$ cat config.mk
export PLATFORM = sky130hd
export DESIGN_NAME = reg_file
export DESIGN_NICKNAME = d
export VERILOG_FILES = /design/src/rtl/reg_file.sv
export SDC_FILE = /design/constraint.sdc
export NUM_CORES = 2
export LEC_CHECK = 0
export ABC_AREA = 1
export CELL_PAD_IN_SITES_DETAIL_PLACEMENT = 0
export CELL_PAD_IN_SITES_GLOBAL_PLACEMENT = 1
export CORE_ASPECT_RATIO = 1.1
export CORE_MARGIN = 1.5
export CORE_UTILIZATION = 53
export CTS_BUF_LIST = sky130_fd_sc_hd__clkbuf_8
export DETAILED_ROUTE_END_ITERATION = 8
export GPL_ROUTABILITY_DRIVEN = 0
export PLACE_DENSITY_LB_ADDON = 0.15
export SKIP_CTS_REPAIR_TIMING = 1
export SLEW_MARGIN = 20
export SYNTH_ARGS = -nofsm -noshare
export SYNTH_HDL_FRONTEND = slang
export SYNTH_SLANG_ARGS = --single-unit
export TNS_END_PERCENT = 1
$ cat constraint.sdc
create_clock -name clk -period 6.7 [get_ports clk]
set_clock_uncertainty 0.05 [all_clocks]
set_input_delay 1.34 -clock clk [delete_from_list [all_inputs] [get_ports clk]]
set_output_delay 1.34 -clock clk [all_outputs]
set_load 0.01 [all_outputs]
$ cat src/rtl/reg_file.sv
`timescale 1ns/1ps
// -----------------------------------------------------------------------------
// reg_file
// General-purpose register file for the processor datapath.
// 2**ADDR_WIDTH registers of DATA_WIDTH bits, two combinational read ports and
// one synchronous write port. Register 0 is hardwired to zero.
//
// Ports:
//   clk           - system clock, all state updates on the rising edge
//   rst_n         - synchronous active-low reset, clears every register
//   readAddress0  - register index for read port 0
//   readAddress1  - register index for read port 1
//   writeAddress  - register index for the write port
//   writeData     - data written at the rising edge
//   writeEnable   - active-high write enable
//   readData0     - contents of register readAddress0 (combinational)
//   readData1     - contents of register readAddress1 (combinational)
// -----------------------------------------------------------------------------
module reg_file #(
   parameter int DATA_WIDTH = 32,
   parameter int ADDR_WIDTH = 5
) (
   input  logic                  clk,
   input  logic                  rst_n,
   input  logic [ADDR_WIDTH-1:0] readAddress0,
   input  logic [ADDR_WIDTH-1:0] readAddress1,
   input  logic [ADDR_WIDTH-1:0] writeAddress,
   input  logic [DATA_WIDTH-1:0] writeData,
   input  logic                  writeEnable,
   output logic [DATA_WIDTH-1:0] readData0,
   output logic [DATA_WIDTH-1:0] readData1
);

   localparam int DEPTH = 2 ** ADDR_WIDTH;

   logic [DATA_WIDTH-1:0] r_regs [0:DEPTH-1];
   logic [DATA_WIDTH-1:0] w_read_data0;
   logic [DATA_WIDTH-1:0] w_read_data1;
   logic                  w_write_hit;

   // A write only lands when enabled and aimed at a real register (not r0).
   assign w_write_hit = writeEnable && (writeAddress != {ADDR_WIDTH{1'b0}});

   // Register array update: reset clears everything and wins over a write.
   always_ff @(posedge clk) begin
      if (!rst_n) begin
         for (int i = 0; i < DEPTH; i++) begin
            r_regs[i] <= {DATA_WIDTH{1'b0}};
         end
      end else if (w_write_hit) begin
         r_regs[writeAddress] <= writeData;
      end
   end

   // Read port 0: address 0 forced to zero independent of array contents.
   always_comb begin
      w_read_data0 = {DATA_WIDTH{1'b0}};
      if (readAddress0 == {ADDR_WIDTH{1'b0}}) begin
         w_read_data0 = {DATA_WIDTH{1'b0}};
      end else begin
         w_read_data0 = r_regs[readAddress0];
      end
   end

   // Read port 1: same structure as port 0, fully independent.
   always_comb begin
      w_read_data1 = {DATA_WIDTH{1'b0}};
      if (readAddress1 == {ADDR_WIDTH{1'b0}}) begin
         w_read_data1 = {DATA_WIDTH{1'b0}};
      end else begin
         w_read_data1 = r_regs[readAddress1];
      end
   end

   assign readData0 = w_read_data0;
   assign readData1 = w_read_data1;

endmodule

* Word-level counts from Yosys, hierarchy flattened
Memories as Yosys holds them, arrays and structs flattened.
Cells that the tools add are included.
** Storage, ports and cells
- Logic and storage cells :: 15
- Memories kept :: 1
- Input bits :: 50
- Register bits :: 0
- Output and inout bits :: 64
- Memory bits (writable) :: 1024
** Memory list
- r_regs :: words 32, width 32, rd ports 2, clocked after Yosys merged registers in 0, wr ports 32, RTL line 36 : logic [DATA_WIDTH-1:0] r_regs [0:DEPTH-1];
** Cells by class
- Reduce and logical (&&, ||, !) cells :: 5
- Multiplexer cells :: 9
** Operator list (count)
- two-way mux 32 bit :: 3
- OR reduction 32 bit :: 1
- logical NOT 5 bit :: 2
- two-way mux 1 bit :: 5
- two-way mux 5 bit :: 1
- nonzero test 5 bit :: 1
- logical AND 1 bit :: 1

* Depth between registers and ports, before layout
- Word-level depth :: 7
- Mapped depth :: 13
- Depth with buffers taken out :: 10

* Worst setup path after synthesis
OpenSTA, ideal clock, no wires.
- Path type :: input port to output port
- Start point :: input port readAddress0[1]
- End point :: output port readData0[22]
- Setup slack :: 2.749 ns
- Required time :: 5.310 ns
- Arrival :: 2.561 ns
- Cell stages on the path :: 9
- Buffers on the path :: 4
- Cells stage by stage :: clkbuf_2 -> clkinv_1 -> buf_2 -> buf_2 -> clkbuf_1 -> a21oi_1 -> nor2_1 -> nor2_1 -> nor2_1
** Between the ends
- Cells in the longest elaborated chain, start to end :: 2
- Elaborated cells on any way between the ends :: 3
- Those cells by class :: mux: 1; reduce/logical: 1; memory: 1
** RTL lines
- from (decl) :: RTL line 25 : input logic [ADDR_WIDTH-1:0] readAddress0,
- memory read (32 x 32 bit) / logical NOT 5 bit (equally long branches)
- two-way mux 32 bit (*) :: RTL line 58 : if (readAddress0 == {ADDR_WIDTH{1'b0}}) begin
- to (decl) :: RTL line 30 : output logic [DATA_WIDTH-1:0] readData0,
Mark *: on every way between the ends. The rest lies on a longest branch, timed or not.

* Worst setup path in the final report
- Start point :: input port readAddress1[1]
- End point :: output port readData1[0]
** Between the ends
- Cells in the longest elaborated chain, start to end :: 2
- Elaborated cells on any way between the ends :: 3
- Those cells by class :: mux: 1; reduce/logical: 1; memory: 1
** RTL lines
- from (decl) :: RTL line 26 : input logic [ADDR_WIDTH-1:0] readAddress1,
- memory read (32 x 32 bit) / logical NOT 5 bit (equally long branches)
- two-way mux 32 bit (*) :: RTL line 68 : if (readAddress1 == {ADDR_WIDTH{1'b0}}) begin
- to (decl) :: RTL line 31 : output logic [DATA_WIDTH-1:0] readData1
Marks and branches as above.

==> results.cfg <==
[route]
routed-via-count = 53600
wl_um = 225000
vias_per_cell = 6.19
drc_errors = 0
ant_nets = 0
first_iter_violations = 8916
drt_pass1_iterations = 8
detail_route.wl_per_cell_um = 25.9

[synth]
muxShareOfSynthArea_pct = 0
synthSimpleGateAreaFrac_pct = 34.5
synth.avg_cell_area_sq_um = 7.80
synth.area.top_cells = edfxtp_1 (54%), nand2_1 (14%), nor2_1 (12%), nand3_1 (8.7%), o21ai_0 (3.5%)
synth_seq_area_share_pct = 54.3
postSynthCellCount = 7255
synth_xor_area_share_pct = 0
netlist.area_leader.share_pct = 54.3
synth_compound_area_share_pct = 5.22
synthArstFlopShare_pct = 0
ys.flop_type = edfxtp_1
synth.most_common_cell = nand2_1
ys_warn_count = 0
synth_cell_types = 20
synth-edff-count = 1024
synth_area_sq_um = 56600
yosys.area.top_type = edfxtp_1
synth_top_family_by_area = simple AND/OR/NAND/NOR gates
synthTopCellsByCount = nand2_1 (2,084), nor2_1 (1,790), edfxtp_1 (1,024)
synthAdderAreaFrac_pct = 0
ys_ff_latch = 1024

[worst_setup_path]
start_kind = input pin
critPathSlowestCell = clkdlybuf4s50_1
end_kind = output pin
required_ns = 5.31
crit_fanout = 95
cp_slowest_stage_delay_ns = 0.63
crit_type = input pin to output pin
arrival_ns = 4.40
path_cells = buf_8 -> inv_8 -> buf_12 -> nand3_1 -> nand3_1 -> nand2_1 -> nand2_1 -> nand3_1 -> nand2_1 -> nor2_1 -> clkdlybuf4s50_1

[finish]
fin_cells = 8657
reg_top3 = r_regs (1024)
final_nets = 7177
largest_register = r_regs
syn2layout_area_growth_pct = 8.97
largest_reg_flops = 1024
drive_above_1_share_pct = 6.38

[sta]
setup_tns_ns = 0
finalHoldViolCount = 0
finalWorstSetupSlack_ns = 0.905
rsz0062_at_grt = no
relSlewSlack_pct = 15.9
setup_viol = 0
max_freq_mhz = 173
slew_violations = 0
final.min_clock_period_ns = 5.79
fin_crit_sh_pct = 86.5
worst_pin_slew_ns = 1.26

[clocking]
cts_tree = yes
htreeDepth = 4
cts_root_buf = clkbuf_8
cts_buffer_depth = 3
clock_sinks = 1024
clk_pin_slew_ns = 0.06
numCtsBuffers = 174

[floorplanning]
coreArea_sq_um = 106000
initial_core_util_pct = 53.5
row_count = 125
die_h_um = 346
die-area_sq_um = 109000
ios = 114
die_x_um = 315

[global_route]
grt_pass1_wl_um = 323000
overflow = 0
grtUsageMet2_pct = 61.1
grt_start_max_net_pins = 176
use_met1_pct = 55.3
met3_usage_pct = 8.08
gr-max-usage-layer = met2
first_global_vias = 49500
grt_usage_pct = 40.4
antenna_found_initial = 4

[outcome]
status = finished, final reports clean

[power_and_ir_drop]
p_clk_share_pct = 34.5
max-vdd-ir-drop_uv = 201
cellLeakagePower_nw = 25.5
p_switching_mw = 4.48
p_int_mw = 10.5
sw_frac_of_total_pct = 29.9
pwr-share-seq_pct = 50.6
powerDensity_nw_per_um2 = 243
combPwrFrac_pct = 15.0

[placement]
dp_hpwl_um = 119000
numPlacedInstances = 8348
io_buffers = 113
pre_cts_slack_ns = 1.09

[min_path]
worst_hold_path_type = input pin to flip-flop

[run]
max_cap_violations = 0
-- through the flow --
stage	cell area, sq um	hold WS [ns]	total power, mW	utilization [%]
after global placement	58700	2.19	9.84	55.5
final	61700	1.31	15.0	58.3
after CTS	61700	1.26	14.9	58.3
after floorplan	56700	1.53	8.96	-
after global routing	61700	1.31	15.4	58.3
after detailed placement	58700	2.21	9.86	55.5
-- logic make-up (layout without fill, tap and decap cells) --
kind of cell,count (synthesis),in the layout
buffers and inverters,784,754
AO/OA/AOI/OAI,579,579
AND/OR/NAND/NOR,4867,4867
other,1,36
flip-flops,1024,1024
-- layout by cell type, fill, tap and decap left out, drive strengths merged --
cell,instances
conb,32
clkdlybuf4s50,102
clkinvlp,11
edfxtp,1024
nand4,1
diode,4
o21ai,435
o211ai,23
nor2,1790
inv,204
clkinv,70
nor3,8
bufinv,2
nand3,984
a21oi,121
nand2,2084
buf,191
clkbuf,174
-- final timing paths --
check	startpoint	end	slack [ns]	cells after the start
worst min-delay path	rst_n	r_regs[27][24]	1.31	3
worst max-delay path	readAddress1[1]	readData1[0]	0.91	11
-- final cells by class --
cell class                 count  area, sq um
clock inverter               131          619
multi-input combinational   5478        22700
sequential                  1024        30700
clock buffer                 174         2390
inverter                     156          623
tap                         1397         1750
timing repair buffer         293         2810
fill                        9635        44000
antenna                        4         10.0
-- power groups by stage --
stage / registers, mW / logic (mW) / clock network, mW
2_1_floorplan: 7.66 / 1.30 / 0
3_3_place_gp: 7.69 / 2.15 / 0
3_5_place_dp: 7.70 / 2.16 / 0
4_1_cts: 7.57 / 2.17 / 5.15
5_1_grt: 7.62 / 2.38 / 5.41
6_report: 7.58 / 2.24 / 5.17
-- layer usage --
metal / part of all wire [%] / vias up
met5: 0 / -
met4: 5.2 / 0
met3: 13 / 717
met2: 44 / 4088
met1: 37 / 25300
li1: - / 23500
-- worst max-delay path: cells and delay by family --
kind / cells / cell delay (ns)
buffers and inverters: 4 / 1.80
AND/OR/NAND/NOR: 7 / 1.08
No activity file was read; power rests on OpenSTA's default activity.
